--- src/rtl/safe_pkg.sv ---
// Shared encodings for the password front-end: status codes, FSM states, keypad codes.
// Pure definitions; no logic, no latency, no flow control.
// Imported by attempt_sequencer and its helpers.
package safe_pkg;

    localparam logic [1:0] ST_LOCKED  = 2'b00;
    localparam logic [1:0] ST_OPEN    = 2'b01;
    localparam logic [1:0] ST_LOCKOUT = 2'b10;
    localparam logic [1:0] ST_ALARM   = 2'b11;

    localparam logic [2:0] S_LOCKED  = 3'd0;
    localparam logic [2:0] S_CHECK   = 3'd1;
    localparam logic [2:0] S_OPEN    = 3'd2;
    localparam logic [2:0] S_LOCKOUT = 3'd3;
    localparam logic [2:0] S_ALARM   = 3'd4;

    localparam logic [3:0] KEY_CLEAR = 4'hC;

    function automatic logic is_digit(input logic [3:0] key);
        return key <= 4'd9;
    endfunction

endpackage

--- src/rtl/cycle_timer.sv ---
// Loadable down-counter shared by the OPEN and LOCKOUT dwell periods.
// Load takes effect next cycle; done is combinational on the last counted cycle.
// No backpressure: en simply pauses the count, value holds at 0.
module cycle_timer #(
    parameter int TW = 16
) (
    input  logic          clk,
    input  logic          rst,
    input  logic          en,
    input  logic          load,
    input  logic [TW-1:0] load_val,
    output logic [TW-1:0] value,
    output logic          done
);

    // done marks the edge on which value goes 1 -> 0, so the owner can switch state in step.
    assign done = en && !load && (value == TW'(1));

    always_ff @(posedge clk) begin
        if (rst) begin
            value <= '0;
        end else if (load) begin
            value <= load_val;
        end else if (en && (value != '0)) begin
            value <= value - TW'(1);
        end
    end

endmodule

--- src/rtl/attempt_sequencer.sv ---
// Keypad entry collector, checker req/ack framing, failure count, lockout and auto-relock.
// Confirm -> Chk_req after 1 cycle; checker verdict reflected in status 1 cycle after Chk_ack.
// Chk_req holds until acked; En=0 freezes everything but still completes a pending handshake.
// Optional ALARM_LOCKOUT_EN: a repeat lockout with no pass in between latches ALARM until Res.
module attempt_sequencer
    import safe_pkg::*;
#(
    parameter int DIGITS      = 6,
    parameter int MAX_ERR     = 3,
    parameter int LOCKOUT_CYC = 1000,
    parameter int OPEN_CYC    = 5000,
    parameter int TW          = 16
) (
    input  logic                  Clk,
    input  logic                  Res,
    input  logic                  En,
    input  logic                  Key_valid,
    input  logic [3:0]            Key_code,
    input  logic                  Confirm,
    input  logic                  Lock,
    output logic                  Chk_req,
    output logic [4*DIGITS-1:0]   Chk_code,
    input  logic                  Chk_ack,
    input  logic                  Chk_pass,
    output logic [1:0]            status,
    output logic [1:0]            ECounter,
    output logic [TW-1:0]         Time_left
);

    localparam int CW = $clog2(DIGITS + 1);

    logic [2:0]          state;
    logic [CW-1:0]       cnt;
    logic [4*DIGITS-1:0] entry_q;
    logic [1:0]          ecnt;
    logic                chk_req;
    logic                pend_vld;
    logic                pend_pass;

    logic          entry_full;
    logic          ack_now;
    logic          res_vld;
    logic          res_pass;
    logic          pass_evt;
    logic          fail_evt;
    logic [1:0]    ecnt_inc;
    logic          lock_hit;
    logic          go_alarm;
    logic          tmr_en;
    logic          tmr_load;
    logic [TW-1:0] tmr_val;
    logic          tmr_done;

    assign entry_full = (cnt == CW'(DIGITS));
    assign ack_now    = chk_req && Chk_ack;
    // An ack taken while frozen is parked in pend_* and applied once En returns.
    assign res_vld    = ack_now || pend_vld;
    assign res_pass   = ack_now ? Chk_pass : pend_pass;
    assign pass_evt   = En && (state == S_CHECK) && res_vld && res_pass;
    assign fail_evt   = En && (((state == S_LOCKED) && Confirm && !entry_full) ||
                               ((state == S_CHECK) && res_vld && !res_pass));
    assign ecnt_inc   = ecnt + 2'd1;
    assign lock_hit   = (ecnt_inc == 2'(MAX_ERR));
    assign tmr_en     = En && ((state == S_OPEN) || (state == S_LOCKOUT));

`ifdef ALARM_LOCKOUT_EN
    logic armed;
    assign go_alarm = armed;

    always_ff @(posedge Clk) begin
        if (Res) begin
            armed <= 1'b0;
        end else if (pass_evt) begin
            armed <= 1'b0;
        end else if (fail_evt && lock_hit) begin
            armed <= 1'b1;
        end
    end
`else
    assign go_alarm = 1'b0;
`endif

    always_comb begin
        tmr_load = 1'b0;
        tmr_val  = '0;
        if (pass_evt) begin
            tmr_load = 1'b1;
            tmr_val  = TW'(OPEN_CYC);
        end else if (fail_evt && lock_hit && !go_alarm) begin
            tmr_load = 1'b1;
            tmr_val  = TW'(LOCKOUT_CYC);
        end else if (En && (state == S_OPEN) && Lock) begin
            tmr_load = 1'b1;
        end
    end

    cycle_timer #(.TW(TW)) u_timer (
        .clk      (Clk),
        .rst      (Res),
        .en       (tmr_en),
        .load     (tmr_load),
        .load_val (tmr_val),
        .value    (Time_left),
        .done     (tmr_done)
    );

    always_ff @(posedge Clk) begin
        if (Res) begin
            state     <= S_LOCKED;
            cnt       <= '0;
            entry_q   <= '0;
            ecnt      <= '0;
            chk_req   <= 1'b0;
            pend_vld  <= 1'b0;
            pend_pass <= 1'b0;
        end else begin
            if (ack_now) begin
                chk_req <= 1'b0;
                if (!En) begin
                    pend_vld  <= 1'b1;
                    pend_pass <= Chk_pass;
                end
            end
            if (En) begin
                case (state)
                    S_LOCKED: begin
                        if (Confirm) begin
                            if (entry_full) begin
                                chk_req <= 1'b1;
                                state   <= S_CHECK;
                            end else begin
                                cnt     <= '0;
                                entry_q <= '0;
                            end
                        end else if (Key_valid) begin
                            if (Key_code == KEY_CLEAR) begin
                                cnt     <= '0;
                                entry_q <= '0;
                            end else if (is_digit(Key_code) && !entry_full) begin
                                entry_q[4*cnt +: 4] <= Key_code;
                                cnt                 <= cnt + CW'(1);
                            end
                        end
                    end
                    S_CHECK: begin
                        if (res_vld) begin
                            pend_vld <= 1'b0;
                            cnt      <= '0;
                            entry_q  <= '0;
                            if (res_pass) begin
                                ecnt  <= '0;
                                state <= S_OPEN;
                            end
                        end
                    end
                    S_OPEN: begin
                        if (Lock || tmr_done) state <= S_LOCKED;
                    end
                    S_LOCKOUT: begin
                        if (tmr_done) begin
                            state <= S_LOCKED;
                            ecnt  <= '0;
                        end
                    end
                    default: ;
                endcase
                // Failure bookkeeping overrides the per-state next state above.
                if (fail_evt) begin
                    ecnt <= ecnt_inc;
                    if (lock_hit) state <= go_alarm ? S_ALARM : S_LOCKOUT;
                    else          state <= S_LOCKED;
                end
            end
        end
    end

    always_comb begin
        case (state)
            S_OPEN:    status = ST_OPEN;
            S_LOCKOUT: status = ST_LOCKOUT;
            S_ALARM:   status = ST_ALARM;
            default:   status = ST_LOCKED;
        endcase
    end

    assign Chk_req  = chk_req;
    assign Chk_code = entry_q;
    assign ECounter = ecnt;

endmodule

--- config.mk ---
export PLATFORM = sky130hd
export DESIGN_NAME = attempt_sequencer
export DESIGN_NICKNAME = d
export VERILOG_FILES = /design/src/rtl/safe_pkg.sv /design/src/rtl/cycle_timer.sv /design/src/rtl/attempt_sequencer.sv
export SDC_FILE = /design/constraint.sdc
export NUM_CORES = 1
export LEC_CHECK = 0
export CAP_MARGIN = 20
export CORE_AREA = 2 2 76 78
export CTS_BUF_LIST = sky130_fd_sc_hd__clkbuf_8
export DETAILED_ROUTE_END_ITERATION = 6
export DIE_AREA = 0 0 78 80
export DONT_BUFFER_PORTS = 1
export GPL_TIMING_DRIVEN = 0
export PLACE_DENSITY = 0.65
export SYNTH_ARGS = -nofsm -noshare
export SYNTH_HDL_FRONTEND = slang
export SYNTH_SLANG_ARGS = --single-unit
--- constraint.sdc ---
create_clock -name Clk -period 2.5 [get_ports Clk]
set_clock_uncertainty 0.05 [all_clocks]
set_input_delay 0.375 -clock Clk [delete_from_list [all_inputs] [get_ports Clk]]
set_output_delay 0.375 -clock Clk [all_outputs]
set_load 0.02 [all_outputs]
==> results of run 1 <==
path summary, 6_finish.rpt:
kind / startpoint / to / slack [ps] / depth (start not counted)
max reg2reg: state[1] / u_timer.value[5] / 90 / 8
max: state[1] / u_timer.value[5] / 90 / 8
min: Key_code[0] / Chk_code[0] / 120 / 1
min reg2reg: state[0] / state[0] / 460 / 2
cell usage in the layout (no fill, tap or decap), drive strengths merged, types with 4 or more instances in the layout:
| cell type | instances |
|---|---|
| o2bb2ai | 4 |
| dfxtp | 50 |
| o21ai | 13 |
| o211ai | 4 |
| a21oi | 8 |
| nand3 | 8 |
| nor2 | 22 |
| nor4 | 8 |
| nand4 | 8 |
| buf | 9 |
| and3 | 4 |
| ha | 13 |
| mux2i | 7 |
| nor3 | 10 |
| xnor2 | 4 |
| clkbuf | 14 |
| o32ai | 20 |
| o2111ai | 6 |
| o22ai | 4 |
| a211oi | 9 |
| or3 | 7 |
| nand2b | 5 |
| nand2 | 46 |
| inv | 21 |
timing repair:
item	CTS	global route
endpoints found under the setup margin	8	37
buffers inserted	0	6
gates resized for setup	2	22
pin swaps	0	2
where the power goes:
| group | switching [uW] | leakage [uW] | internal (uW) |
|---|---|---|---|
| combinational | 143 | 0.000672 | 74.2 |
| sequential | 22.3 | 0.000404 | 806 |
| clock | 309 | 0.0000491 | 207 |
| total | 474 | 0.00112 | 1090 |
cell type report:
cell class              count  area, um2
flip-flops and latches     50       1000
clock buffers               5       68.8
inverters                  19       71.3
clock inverters             3       26.3
multi-input cells         253       1810
fillers                   497       2240
repair buffers              6       45.0
well taps                  72       90.1
plain buffers              12       52.6
flip-flops by register name, indices dropped and copies added (netlist names):
signal	flops
ECounter	2
pend_pass	1
Chk_req	1
cnt	3
pend_vld	1
Chk_code	24
state	2
u_timer.value	16
through the flow:
stage | area (um2) | instances | hold slack, ps
CTS | 3050 | 415 | 120
floorplan | 2860 | 335 | 400
global placement | 2950 | 407 | 417
detailed placement | 2950 | 407 | 448
finish | 3160 | 420 | 123
global route | 3160 | 420 | 125
synthesized netlist by cell type, types with 2 or more instances:
cell       number  area, um2
or3_1           5       31.3
a221oi_1        2       17.5
dfxtp_1        50       1000
inv_1          19       71.3
o211ai_1        4       30.0
o2bb2ai_1       4       35.0
nand2b_1        5       31.3
ha_1           13        163
a2111oi_0       3       26.3
or2_2           2       12.5
nor2_1         22       82.6
nand3_2         2       20.0
nor4_1          6       37.5
nor4_4          2       42.5
and2_1          3       18.8
o41ai_1         2       17.5
o31ai_1         2       15.0
a21oi_1         8       40.0
clkbuf_1       10       37.5
o2111ai_1       6       52.6
o21a_1          3       22.5
buf_2           3       15.0
and3_1          4       25.0
o22ai_1         4       25.0
o21ai_0        12       60.1
nand4_1         8       50.1
o32ai_1        20        175
nor2b_1         3       18.8
a22o_1          2       17.5
mux2i_1         7       70.1
nor3_2          2       20.0
xnor2_1         4       35.0
nor3_1          8       40.0
nand2_1        46        173
nand3_1         6       30.0
a211oi_1        8       60.1
xor2_1          2       17.5
nand4b_1        2       17.5
routing by layer:
layer  vias to the layer above  part of all wire (%)  track usage [%]
li1                       1304                     -                -
met1                      1284                    47             37.1
met2                        95                    45             38.4
met3                         8                   7.4             5.77
met4                         0                  0.98             5.96
met5                         -                     0                0
kinds of logic after synthesis:
| group | count (synthesis) | synth area share, % |
|---|---|---|
| xor gates and xnor gates | 6 | 1.84 |
| adders and majority gates | 13 | 5.69 |
| muxes | 7 | 2.45 |
| and+or+nand+nor | 133 | 25.1 |
| buffers and inverters | 32 | 4.33 |
| DFF | 50 | 35.0 |
| AOI/OAI and AO/OA | 94 | 25.6 |
critical path: cells and delay by family, from the launching register on:
kind            cells  cell delay [ps]
compound gates      3              870
buf+inv             2              290
simple gates        2              440
fa+ha+maj           1              190
flops               1              420
==> qor.yml, run 1 <==
status: "finished, final reports clean"
peakVddDrop_v: 0.000235
syn_nets: 360
final-hold-violation-count: 0
cts_sinks: 50
num-nets-final: 372
crit_path_top_delay_cell: "o21ai_0"
drcViolationCount: 0
relSlewSlack_pct: 54.8
fin_crit_ps: 2410
rsz0062_at_grt: "no"
netlist_area_um2: 2860
syn_inst: 335
worstPathCellList: "inv_1 -> ha_1 -> buf_2 -> and2_1 -> and4_1 -> o21ai_0 -> a22o_1 -> a221oi_1"
clockRootBuffer: "clkbuf_8"
layout-drive-gt1-share_pct: 14.4
grt_pass1_wl_um: 12700
via_per_inst: 6.41
cts_hold_buf: 0
period_share_pct: 96.5
totalPowerFinal_uw: 1560
arrival_ps: 2540
hpwl_um: 5770
ys_ff_latch: 50
synthDistinctLibCells: 59
ys_seq_area_share_pct: 35.0
fin_util_pct: 58.5
min_path_type: "in -> reg"
grt_pass1_vias: 2380
die_area_um2: 6240
clk_latency_ps: 310
ant_nets: 0
max_cap_viol_count: 0
post-route-worst-setup-slack_ps: 86.6
vias: 2691
tns_ps: 0
cp-end-kind: "register"
cts_tree: "built"
overflow: 0
wl_per_cell_um: 18.7
place_congestion: 0.869
drtPass1Iterations: 5
ys_warn_count: 0
antenna_cells: 0
initial_core_util_pct: 52.9
core_um2: 5410
path_class: "reg -> reg"
start_kind: "register"
boundaryPins: 57
antenna_found_initial: 0
pre_cts_ws_ps: -20.7
synth_edf_count: 0
max_stage_delay_ps: 560
grt_max_degree: 19
clk_pin_slew_ps: 100
ys_async_sr_fraction_pct: 0
avgSynthCellArea_um2: 8.54
cts_made_buffers: 5
track_usage_pct: 25.5
slew_violations: 0
htreeDepth: 2
pwr_density_cell_nw_per_um2: 494
die_h_um: 80
worst_pin_slew_ps: 671
rows: 27
synth_ff_type: "dfxtp_1"
cts_buffer_depth: 2
fmax_mhz: 414
numPortBuffers: 0
area_delta_synth_final_pct: 10.6
drtIter0Drc: 178
crit_fanout: 10
p_leak_uw: 0.00112
setup_violations: 0
critPathRequiredTime_ps: 2620
wirelength_um: 7870
die_x_um: 78
(Power assumes the default switching activity.)
==> inputs of run 2 (changes only) <==
GPL_TIMING_DRIVEN = not set   (was 0)
clock period = 2.7 ns   (was 2.5 ns; I/O delays follow)
==> qor.yml, run 2 (synthesis results as in run 1) <==
instances_no_fill: 410
rr_startpoint: "state[1]"
start_kind: "register"
drtIter0Drc: 148
slew_violations: 0
place_congestion: 0.859
numPortBuffers: 0
initial_core_util_pct: 52.9
drtPass1Iterations: 5
cts_tree: "built"
area_delta_synth_final_pct: 6.96
arrival_ps: 2700
p_leak_uw: 0.00109
clk_pin_slew_ps: 100
core_um2: 5410
most-common-layout-cells: "dfxtp_1 (50), nand2_1 (46), nor2_1 (22), o32ai_1 (20), inv_1 (19)"
grt_pass1_wl_um: 12100
drcViolationCount: 0
min_path_type: "in -> reg"
rows: 27
die_h_um: 80
ant_nets: 0
num-nets-final: 362
die_area_um2: 6240
grt_pass1_vias: 2393
hold_path_end: "cnt[0]"
wirelength_um: 7410
wl_per_cell_um: 18.1
antenna_found_initial: 0
period_share_pct: 93.3
cp-end-kind: "register"
nFillCells: 523
final-hold-violation-count: 0
htreeDepth: 2
fin_hold_ws_ps: 96.0
reg2reg_depth: 8
reg2reg_to: "u_timer.value[6]"
track_usage_pct: 24.3
worst_pin_slew_ps: 618
boundaryPins: 57
setup_violations: 0
multiInputGateArea_um2: 1740
min_from: "Res"
fmax_mhz: 397
crit_fanout: 11
cts_made_buffers: 5
totalPowerFinal_uw: 1410
postCtsSetupBuffers: 0
status: "finished, final reports clean"
max_cap_viol_count: 0
tns_ps: 0
critPathRequiredTime_ps: 2880
peakVddDrop_v: 0.000208
mostFrequentLayoutCell: "dfxtp_1"
fin_util_pct: 56.6
pwr_density_cell_nw_per_um2: 461
cts_buffer_depth: 2
cts_hold_buf: 0
place_inst: 402
vias: 2598
antenna_cells: 0
fin_crit_ps: 2520
cts_sinks: 50
regArea_um2: 1000
overflow: 0
grt_max_degree: 22
rsz0062_at_grt: "no"
min_delay_path_depth: 1
clk_latency_ps: 310
relSlewSlack_pct: 58.4
r2r_slack_ps: 180
die_x_um: 78
via_per_inst: 6.34
path_class: "reg -> reg"
hpwl_um: 5420
largest_reg_flops: 24
clockRootBuffer: "clkbuf_8"
layout-drive-gt1-share_pct: 10.4
run 2: cell types whose count changed in the layout (fill, tap and decap cells not counted), sizes merged:
| cell | delta |
|---|---|
| buf | -1 |
| clkbuf | -9 |
run 2: worst max-delay path, cell delays in order, from the launching register on:
cell,delay [ps]
dfxtp_1,410
inv_1,100
ha_1,320
and3_1,220
a32o_1,270
nor3_1,430
buf_4,260
o31ai_1,80
a221oi_1,280
run 2: per-layer routing:
metal	vias up	wire length, um	global-route usage (%)
met3	7	487	5.77
li1	1284	-	-
met1	1226	3460	33.0
met4	0	69	6.32
met2	81	3390	38.9
met5	-	0	0
run 2: final cells by class:
class	count	area share, %
sequential	50	32.7
inverter	19	2.33
timing repair buffer	8	1.96
clock buffer	5	2.25
clock inverter	3	0.859
multi-input combinational	253	56.9
tap	72	2.94
run 2: report_power, final:
part | leakage, uW | switching, uW | internal [uW]
clock network | 0.0000491 | 281 | 191
registers | 0.000403 | 17.5 | 746
logic | 0.000633 | 113 | 61.2
total | 0.00109 | 411 | 999
run 2: through the flow:
stage / instance area [um2] / setup slack [ps]
floorplan: 2860 / 507
global placement: 2960 / 149
detailed placement: 2960 / 234
CTS: 3050 / 143
global route: 3060 / 30.9
finish: 3060 / 181
run 2: worst max-delay path by stage:
stage / startpoint / slack (ps) / to
3_5_place_dp: state[1] / 230 / u_timer.value[10]
2_1_floorplan: state[0] / 510 / u_timer.value[13]
5_1_grt: state[1] / 30 / u_timer.value[5]
4_1_cts: state[1] / 140 / u_timer.value[10]
3_3_place_gp: state[1] / 150 / u_timer.value[10]
6_report: state[1] / 180 / u_timer.value[6]
run 2: repair_timing:
action / in CTS / in global routing
gates resized for setup: 0 / 2
hold endpoints to repair: 0 / 0
endpoints found under the setup margin: 0 / 1
==> inputs of run 3 (changes only) <==
CORE_AREA = 2 2 90 66   (was 2 2 76 78)
DIE_AREA = 0 0 92 68   (was 0 0 78 80)
PLACE_DENSITY = 0.66   (was 0.65)
==> qor.yml, run 3 (synthesis results as in run 1) <==
status: "finished, final reports clean"
clockRootBuffer: "clkbuf_8"
most-common-layout-cells: "dfxtp_1 (50), nand2_1 (46), nor2_1 (22), o32ai_1 (20), inv_1 (19)"
clk_pin_slew_ps: 110
max_cap_viol_count: 0
stdcell_area_um2: 3100
cts_tree: "built"
fin_crit_ps: 2530
period_share_pct: 93.7
cts_sinks: 50
worst_pin_slew_ps: 671
min_from: "Res"
path_class: "reg -> reg"
boundaryPins: 57
peakVddDrop_v: 0.000275
p_leak_uw: 0.00111
min_path_type: "in -> reg"
crit_fanout: 11
cp-end-kind: "register"
critPathRequiredTime_ps: 2850
critPathTopFamily: "simple AND/OR/NAND/NOR gates"
die_x_um: 92
wl_per_cell_um: 18.6
largest_reg_flops: 24
grt_max_degree: 22
grt_pass1_wl_um: 12500
max_stage_delay_ps: 590
core_um2: 5470
final-hold-violation-count: 0
vias: 2713
slew_violations: 0
htreeDepth: 2
grt_pass1_vias: 2391
drtPass1Iterations: 5
critPathLaunch: "state[1]"
pwr_density_cell_nw_per_um2: 465
num-nets-final: 367
cts_buffer_depth: 2
relSlewSlack_pct: 55.0
antenna_found_initial: 0
fmax_mhz: 395
totalPowerFinal_uw: 1440
start_kind: "register"
setup_violations: 0
hpwl_um: 5650
worstPathCellList: "inv_1 -> ha_1 -> and3_1 -> a32o_1 -> nor4_1 -> o211ai_1 -> mux2i_1"
crit_path_top_delay_cell: "nor4_1"
via_per_inst: 6.49
fin_hold_ws_ps: 100
clk_latency_ps: 310
drtIter0Drc: 284
cp_num_buf_inv: 1
drcViolationCount: 0
area_delta_synth_final_pct: 8.31
tns_ps: 0
ant_nets: 0
layout-drive-gt1-share_pct: 11.4
arrival_ps: 2670
overflow: 0
die_area_um2: 6260
wirelength_um: 7780
track_usage_pct: 25.6
rsz0062_at_grt: "no"
numPortBuffers: 0
rr_startpoint: "state[1]"
die_h_um: 68
place_congestion: 0.851
rows: 23
mostFrequentLayoutCell: "dfxtp_1"
antenna_cells: 0
initial_core_util_pct: 52.3
placed_cell_area_um2: 3000
cts_made_buffers: 5
==> run 3: layout make-up <==
cell class,instances,area [um2]
timing repair buffer,13,97.6
clock inverter,3,28.8
clock buffer,5,68.8
tap,75,93.8
fill,523,2370
multi-input combinational,253,1740
sequential,50,1000
inverter,19,71.3
==> run 3: worst paths after layout <==
| check | slack, ps | cells past startpoint | to |
|---|---|---|---|
| setup / recovery | 170 | 7 | state[1] |
| hold / removal | 100 | 1 | cnt[0] |
| setup reg to reg | 170 | 7 | state[1] |
| hold reg to reg | 450 | 2 | pend_pass |
==> run 3: report_power, final <==
| group | internal (uW) | switching (uW) | total, uW |
|---|---|---|---|
| clock | 195 | 286 | 481 |
| combinational | 73.8 | 121 | 194 |
| sequential | 746 | 17.4 | 764 |
==> run 3: stage by stage <==
step	cells	setup slack (ps)	util [%]
finish	418	171	56.7
global route	418	33.9	56.7
CTS	418	120	56.6
detailed placement	410	171	54.9
global placement	410	176	54.9
floorplan	335	507	-
==> run 3: worst reg2reg max path: cells and delay by family (launching register included) <==
kind / cells / cell delay [ps]
and+or+nand+nor: 2 / 810
AOI/OAI and AO/OA: 2 / 530
DFF: 1 / 420
adders and majority gates: 1 / 320
muxes: 1 / 170
buffers and inverters: 1 / 110
==> run 3: repair_timing <==
item	in CTS	in global routing
endpoints found under the setup margin	0	1
setup buffers	0	0
hold endpoints to repair	0	0
hold buffers	0	0
resized for setup	0	1
==> run 3: layer usage <==
metal  routed length [um]  vias up  GRT usage [%]
li1                     -     1289              -
met5                    0        -              0
met4                   82        0           6.53
met3                  815        9           6.94
met2                 3150      132           37.5
met1                 3740     1283           37.2
